$ cat src/rtl/fetch_pkg.sv
// Shared definitions for the instruction-fetch stage: FSM state encoding,
// the default halt opcode and the I-type opcode constants used by this ISA.
package fetch_pkg;

  // Fetch sequencer states.
  typedef enum logic [1:0] {
    StIdle = 2'd0,
    StRun  = 2'd1,
    StHalt = 2'd2
  } fetch_state_e;

  // Width of an instruction word and of the opcode field in instr[31:26].
  localparam int unsigned InstrWidth  = 32;
  localparam int unsigned OpcodeWidth = 6;
  localparam int unsigned OpcodeLsb   = 26;

  // Opcode that stops fetch when it would be issued.
  localparam logic [OpcodeWidth-1:0] HaltOpcodeDefault = 6'b111111;

  // I-type opcodes (register/immediate forms handled by the downstream ALU).
  localparam logic [OpcodeWidth-1:0] OpAddi = 6'h14;
  localparam logic [OpcodeWidth-1:0] OpAndi = 6'h15;
  localparam logic [OpcodeWidth-1:0] OpOri  = 6'h16;
  localparam logic [OpcodeWidth-1:0] OpXori = 6'h17;
  localparam logic [OpcodeWidth-1:0] OpLw   = 6'h20;
  localparam logic [OpcodeWidth-1:0] OpSw   = 6'h28;
  localparam logic [OpcodeWidth-1:0] OpBeq  = 6'h04;
  localparam logic [OpcodeWidth-1:0] OpBne  = 6'h05;

  // Extract the opcode field of an instruction word.
  function automatic logic [OpcodeWidth-1:0] opcode_of(input logic [InstrWidth-1:0] w);
    return w[InstrWidth-1:OpcodeLsb];
  endfunction

  // Increment a 16-bit counter, sticking at all-ones.
  function automatic logic [15:0] sat_inc16(input logic [15:0] c);
    return (c == 16'hFFFF) ? c : c + 16'd1;
  endfunction

endpackage

$ cat src/rtl/instr_memory.sv
// Instruction memory: synchronous write port for programming, asynchronous
// read port for same-cycle fetch. No reset, so contents survive rst.
module instr_memory #(
  parameter int unsigned WORDS = 64,
  localparam int unsigned AW   = $clog2(WORDS)
) (
  input  logic          clk,
  input  logic          i_we,
  input  logic [AW-1:0] i_waddr,
  input  logic [31:0]   i_wdata,
  input  logic [AW-1:0] i_raddr,
  output logic [31:0]   o_rdata
);

  logic [31:0] r_mem [WORDS];

  // Program port: write one word per enabled cycle.
  always_ff @(posedge clk) begin
    if (i_we) begin
      r_mem[i_waddr] <= i_wdata;
    end
  end

  // Fetch port: combinational read.
  always_comb begin
    o_rdata = r_mem[i_raddr];
  end

endmodule

$ cat src/rtl/instr_fetch.sv
// Instruction-fetch stage: IDLE (programming) -> RUN (fetch with ready/valid
// backpressure and redirect) -> HALT (sticky until rst). Outputs are registered.
module instr_fetch
  import fetch_pkg::*;
#(
  parameter int unsigned      IMEM_WORDS  = 64,
  parameter logic [31:0]      RESET_PC    = 32'h0000_0000,
  parameter logic [5:0]       HALT_OPCODE = HaltOpcodeDefault,
  localparam int unsigned     AW          = $clog2(IMEM_WORDS)
) (
  input  logic          clk,
  input  logic          rst,
  input  logic          start,
  input  logic          prog_we,
  input  logic [AW-1:0] prog_addr,
  input  logic [31:0]   prog_data,
  input  logic          ready,
  input  logic          redirect,
  input  logic [31:0]   redirect_pc,
  output logic [31:0]   instr,
  output logic [31:0]   pc_out,
  output logic [31:0]   pc_plus4,
  output logic          instr_valid,
  output logic          halted,
  output logic [15:0]   fetch_count
);

  fetch_state_e r_state;
  logic [31:0]  r_pc;
  logic [31:0]  r_instr;
  logic [31:0]  r_pc_out;
  logic [31:0]  r_pc_plus4;
  logic         r_instr_valid;
  logic         r_halted;
  logic [15:0]  r_fetch_count;

  logic          w_imem_we;
  logic [AW-1:0] w_rd_addr;
  logic [31:0]   w_rd_data;
  logic [31:0]   w_pc_next;
  logic          w_fetch_slot;
  logic          w_is_halt;

  // Programming is only allowed while idle, and a reset cycle never writes.
  assign w_imem_we    = (r_state == StIdle) && prog_we && !rst;
  // Word index ignores the byte offset and any bits above the memory size.
  assign w_rd_addr    = r_pc[AW+1:2];
  assign w_pc_next    = r_pc + 32'd4;
  assign w_fetch_slot = (r_state == StRun) && (!r_instr_valid || ready);
  assign w_is_halt    = (opcode_of(w_rd_data) == HALT_OPCODE);

  instr_memory #(
    .WORDS (IMEM_WORDS)
  ) u_imem (
    .clk     (clk),
    .i_we    (w_imem_we),
    .i_waddr (prog_addr),
    .i_wdata (prog_data),
    .i_raddr (w_rd_addr),
    .o_rdata (w_rd_data)
  );

  // Fetch sequencer and registered outputs.
  always_ff @(posedge clk) begin
    if (rst) begin
      r_state       <= StIdle;
      r_pc          <= RESET_PC;
      r_instr       <= 32'd0;
      r_pc_out      <= 32'd0;
      r_pc_plus4    <= 32'd0;
      r_instr_valid <= 1'b0;
      r_halted      <= 1'b0;
      r_fetch_count <= 16'd0;
    end else begin
      unique case (r_state)
        StIdle: begin
          if (start) begin
            r_state <= StRun;
          end
        end
        StRun: begin
          if (redirect) begin
            // Flush wins over both backpressure and a pending halt word.
            r_pc          <= redirect_pc;
            r_instr_valid <= 1'b0;
          end else if (w_fetch_slot) begin
            if (w_is_halt) begin
              // Halt word is consumed silently; pc stays pointing at it.
              r_state       <= StHalt;
              r_halted      <= 1'b1;
              r_instr_valid <= 1'b0;
            end else begin
              r_instr       <= w_rd_data;
              r_pc_out      <= r_pc;
              r_pc_plus4    <= w_pc_next;
              r_instr_valid <= 1'b1;
              r_pc          <= w_pc_next;
              r_fetch_count <= sat_inc16(r_fetch_count);
            end
          end
        end
        StHalt: begin
          r_instr_valid <= 1'b0;
        end
        default: begin
          r_state <= StIdle;
        end
      endcase
    end
  end

  assign instr       = r_instr;
  assign pc_out      = r_pc_out;
  assign pc_plus4    = r_pc_plus4;
  assign instr_valid = r_instr_valid;
  assign halted      = r_halted;
  assign fetch_count = r_fetch_count;

endmodule

$ cat config.mk
export PLATFORM = sky130hd
export DESIGN_NAME = instr_fetch
export DESIGN_NICKNAME = d
export VERILOG_FILES = /design/src/rtl/fetch_pkg.sv /design/src/rtl/instr_memory.sv /design/src/rtl/instr_fetch.sv
export SDC_FILE = /design/constraint.sdc
export NUM_CORES = 2
export LEC_CHECK = 0
export ABC_AREA = 1
export BUFFER_PORTS_ARGS = -buffer_cell sky130_fd_sc_hd__buf_2
export CAP_MARGIN = 20
export CORE_ASPECT_RATIO = 1.5
export CORE_MARGIN = 5
export CORE_UTILIZATION = 38
export DETAILED_ROUTE_END_ITERATION = 8
export MAX_ROUTING_LAYER = met4
export PLACE_DENSITY = 0.6
export SLEW_MARGIN = 20
export SYNTH_ARGS = -nofsm -noshare
export SYNTH_HDL_FRONTEND = slang
export SYNTH_SLANG_ARGS = --single-unit
$ cat constraint.sdc
create_clock -name clk -period 3.8 [get_ports clk]
set_input_delay 0.76 -clock clk [delete_from_list [all_inputs] [get_ports clk]]
set_output_delay 0.76 -clock clk [all_outputs]
set_load 0.05 [all_outputs]
Yosys cells after proc, flatten, opt, wreduce, memory -nomap -nowiden
Memory sizes are Yosys's and may differ from the RTL's. A register that Yosys moved wholly into a read port is not among the register bits.
Cells that the tools add are included.
Cells by class
  add/sub/neg operators: 2
  eq/ne operators: 10
  multiplexer cells: 16
  bitwise operators: 4
  reduce and logical (&&, ||, !) cells: 15
Operators with widths (number)
  2-to-1 mux 32 bit: 3
  adder 32 x 3 -> 32 bit, second input constant: 1
  adder 16 x 1 -> 16 bit, second input constant: 1
  equality test 16 bit, second input constant: 1
  2-to-1 mux 6 bit: 2
  inequality test 2 bit, second input constant: 5
  AND reduction 5 bit: 2
  2-to-1 mux 2 bit: 4
  AND reduction 4 bit: 2
  equality test 6 bit, second input constant: 1
  one-hot mux 2 bit (3 select lines): 1
  2-to-1 mux 1 bit: 5
  NOT 1 bit: 4
  nonzero test 2 bit: 2
  logical AND 1 bit: 3
  inequality test 3 bit, second input constant: 1
  AND reduction 3 bit: 1
  equality test 2 x 1 -> 1 bit, second input constant: 1
  equality test 2 bit, second input constant: 1
  zero test 1 bit: 2
  zero test 2 bit: 1
  one-hot mux 1 bit (2 select lines): 1
  AND reduction 2 bit: 1
  logical OR 1 bit: 1
Word-level totals
  register bits after elaboration: 148
  RAM bits: 2048
  input port bits: 76
  output and inout bits: 114
  memories: 1
Memory list
  u_imem.r_mem: depth 64, width 32, read ports 1, clocked after memory_dff 1, wr ports 1, RTL line instr_memory.sv:15  | logic [31:0] r_mem [WORDS];

Logic depth before layout (Yosys ltp)
  depth after elaboration: 7
  gate-level depth with buffers: 20
  mapped depth without buffers: 17

Cells and area by module
Synthesis repeated with hierarchy kept, for this count alone.
Unflattened totals
  cell total of the unflattened synthesis: 7704
  area, all modules: 88821.4 µm²
Modules (own cells, without submodules)
  instr_memory: times used 1, cells an instance 6737, area an instance 82097.5 µm²
  instr_fetch: times used 1, cells an instance 967, area an instance 6723.9 µm²

Worst setup path after synthesis
No wires, ideal clock.
  kind: input port to flip-flop
  from: input prog_we
  to: memory u_imem.r_mem[0][0], enable pin
  setup time: 0.421 ns
  arrival: 2.837 ns
  required time: 3.379 ns
  setup slack: 0.541 ns
  cell stages on the path: 4
  path buffers: 0
  path through: nand3_1 > nor2_1 > nand4_1 > nor2_1
Between the ends
  longest elaborated chain between the ends: 4
RTL lines
  start, declared: RTL line instr_fetch.sv:14  | input logic prog_we,
  logical AND 1 bit (2 in a row): RTL line instr_fetch.sv:45  | assign w_imem_we = (r_state == StIdle) && prog_we && !rst;
  2-to-1 mux 1 bit: RTL line instr_memory.sv:19  | if (i_we) begin
  2-to-1 mux 1 bit (not written as such): RTL line instr_memory.sv:20  | r_mem[i_waddr] <= i_wdata;
  end, declared: RTL line instr_memory.sv:15
Every way passes these cells.

==> flow_summary.toml <==
[run_status]
outcome = "finished, final reports clean"

[power_and_ir_drop]
leakagePower_uw = 0.0338
power_density_nw_per_um2 = 614
power_uw = 61800
ir_drop_mv = 0.409

[global_route]
grt_start_max_net_pins = 111
use_met1_pct = 26.8
use_met2_pct = 38.1
grt_busiest_layer = "met2"
global_route.overflow_total = 0
antenna_found_initial = 19
grt_pass1_vias = 58600
track_usage_pct = 22.7
grt_pass1_wl_um = 396000
met3_usage_pct = 2.91

[synth]
syn_area_um2 = 87500
yosysSeqAreaShare_pct = 73.8
yosys_warnings = 0
synth_cell_types = 34
synth_top_area_share_pct = 70.3
ys_ff_latch = 2200
synth_top_cell_by_area = "edfxtp_1"
synth_area_leaders = "edfxtp_1, o21ai_0, nor2_1"
syn_nets = 7316
synthCells = 7238
avgSynthCellArea_um2 = 12.1

[critical_path]
startpoint_type = "flip-flop"
cp.arrival_ns = 4.28
end_kind = "flip-flop"
path_class = "reg -> reg"
cp.required_ns = 4.54
crit_fanout = 110

[cts]
clk_pin_slew_ns = 0.07
cts_setup_buffers = 0
cts-resized-gates = 0
cts.path.max_buffers = 4
ctsHoldBuffers = 0
cts_buffers = 205
cts.sink_count = 2200
htree_levels = 4
clk_latency_ns = 0.87
cts_root_buf = "clkbuf_16"
cts_tree = "built"

[place]
routabilityCongestion = 0.888
dp_hpwl_um = 162000
port-buffer-count = 189

[timing]
setup_tns_ns = 0
max_freq_mhz = 282
period_share_pct = 93.2
slew_headroom_pct = 28.3
finalCriticalPeriod_ns = 3.54
setup_violations = 0
hold_viol_final = 0
slew_viol_final = 0
tightest_slew_ns = 1.08
rsz0062_at_grt = "false"
fin_worst_skew_ns = 0.0761

[flow_run]
drv_cap = 0

[routing]
ant_nets = 0
vias_per_cell = 5.64
drt_iter0_markers = 6824
wirelength_um = 274000
wire_per_inst_um = 25.8
dr_total_vias = 60000
drc = 0
dr.pass1.iters = 5

[floorplanning]
core_um2 = 229000
initial_core_util_pct = 38.2
dieArea_um2 = 240000
die_w_um = 402
die_y_um = 598
row_count = 215
ios = 190

[min_path]
holdCritStartpoint = "redirect_pc[0]"
hold_path.class = "in -> reg"

[final_layout]
drive_above_1_share_pct = 11.6
fill_cells = 20600
nNetsFinal = 7529
area.growth.synth_to_final_pct = 14.9
cells in the final DEF, fill, tap and decap left out, drive strengths merged, types with 82 or more instances in the layout:
| cell type | n |
|---|---|
| edfxtp | 2048 |
| nor2 | 1216 |
| o21ai | 1035 |
| nand2 | 1009 |
| nand3 | 577 |
| buf | 508 |
| o22ai | 424 |
| clkbuf | 253 |
| dfxtp | 152 |
| a21oi | 82 |
path summary, 6_finish.rpt:
path,to,slack [ns],cells after the start
max,pc_plus4[14],0.26,17
min,r_pc[0],0.18,3
max reg2reg,pc_plus4[14],0.26,17
min reg2reg,halted,0.46,2
cells in the mapped netlist:
library cell  count
nand3_4           1
o22ai_1         424
nand3_1         575
inv_6             1
nand3b_1          5
inv_2             2
o21ai_1          74
a21oi_1          80
a21oi_2           2
nand4_1          30
clkinv_1          2
nand3_2           1
xnor2_1          15
xor2_1           25
edfxtp_1       2048
nor4_1            4
nor3b_1           1
ha_1              2
clkbuf_1        322
mux2i_1          13
dfxtp_1         152
inv_1            53
nand2_4           1
buf_6            14
nand2_1        1008
inv_4             1
clkbuf_2          1
buf_2            99
nor2_2            3
buf_1            41
o21ai_0         961
nor2_1         1213
nor3_1           39
buf_4            25
final cells by class:
cell class	instances	area, um2	area share, %
Tap cell	3038	3800	3.78
Multi-Input combinational cell	4477	21000	20.9
Sequential cell	2200	64600	64.2
Clock inverter	110	1100	1.10
Clock buffer	253	5500	5.47
Antenna cell	10	25.0	0.0249
Timing Repair Buffer	508	4300	4.28
Inverter	59	282	0.280
routing by layer:
| layer | vias to the layer above | wire length [um] |
|---|---|---|
| met4 | 0 | 16500 |
| met2 | 2848 | 136000 |
| met3 | 629 | 19900 |
| met5 | - | 0 |
| met1 | 30000 | 102000 |
| li1 | 26600 | - |
report_power, final:
| part | total, uW | switching [uW] | leakage (uW) | internal [uW] |
|---|---|---|---|---|
| Clock | 20600 | 8960 | 0.00322 | 11700 |
| Combinational | 14000 | 10200 | 0.0110 | 3820 |
| Sequential | 27100 | 349 | 0.0197 | 26800 |
| Total | 61800 | 19500 | 0.0338 | 42300 |
worst max-delay path, stage by stage (launching register included):
cell	delay, ns
dfxtp_4	0.48
clkinv_16	0.26
buf_4	0.35
nand2_1	0.09
nand3_1	0.07
nand3_1	0.09
nand3_1	0.09
nand3_1	0.10
nand3_1	0.26
nand2_1	0.30
nor2_2	0.10
nand3_4	0.11
nand2_4	0.08
inv_4	0.34
buf_12	0.32
nand2_1	0.10
nand2_1	0.07
nor2_1	0.04
state kept, by name, indices dropped and copies added, names as in the netlist, named ones only:
register	count
instr_valid	1
u_imem.r_mem	2048
halted	1
r_state	2
pc_out	32
pc_plus4	30
fetch_count	16
instr	32
r_pc	32
stage by stage:
step | hold slack, ns | instance area (um2) | util [%] | instances | worst slack [ns]
after floorplan | 0.438 | 87500 | - | 7238 | 0.541
after global placement | 0.447 | 93900 | 41.0 | 10300 | 0.376
after detailed placement | 0.447 | 93900 | 41.0 | 10300 | 0.381
after CTS | 0.129 | 101000 | 43.9 | 10600 | 0.332
after global routing | 0.167 | 101000 | 43.9 | 10700 | 0.126
final | 0.183 | 101000 | 43.9 | 10700 | 0.260
kinds of logic after synthesis:
group / count (synthesis) / share of synthesized area, %
xor gates and xnor gates: 40 / 0.401
AOI/OAI and AO/OA: 1541 / 9.43
DFF: 2200 / 73.8
muxes: 13 / 0.149
and+or+nand+nor: 2881 / 13.4
buffers and inverters: 561 / 2.79
adders and majority gates: 2 / 0.0286
Power figures use the tool's default switching activity.
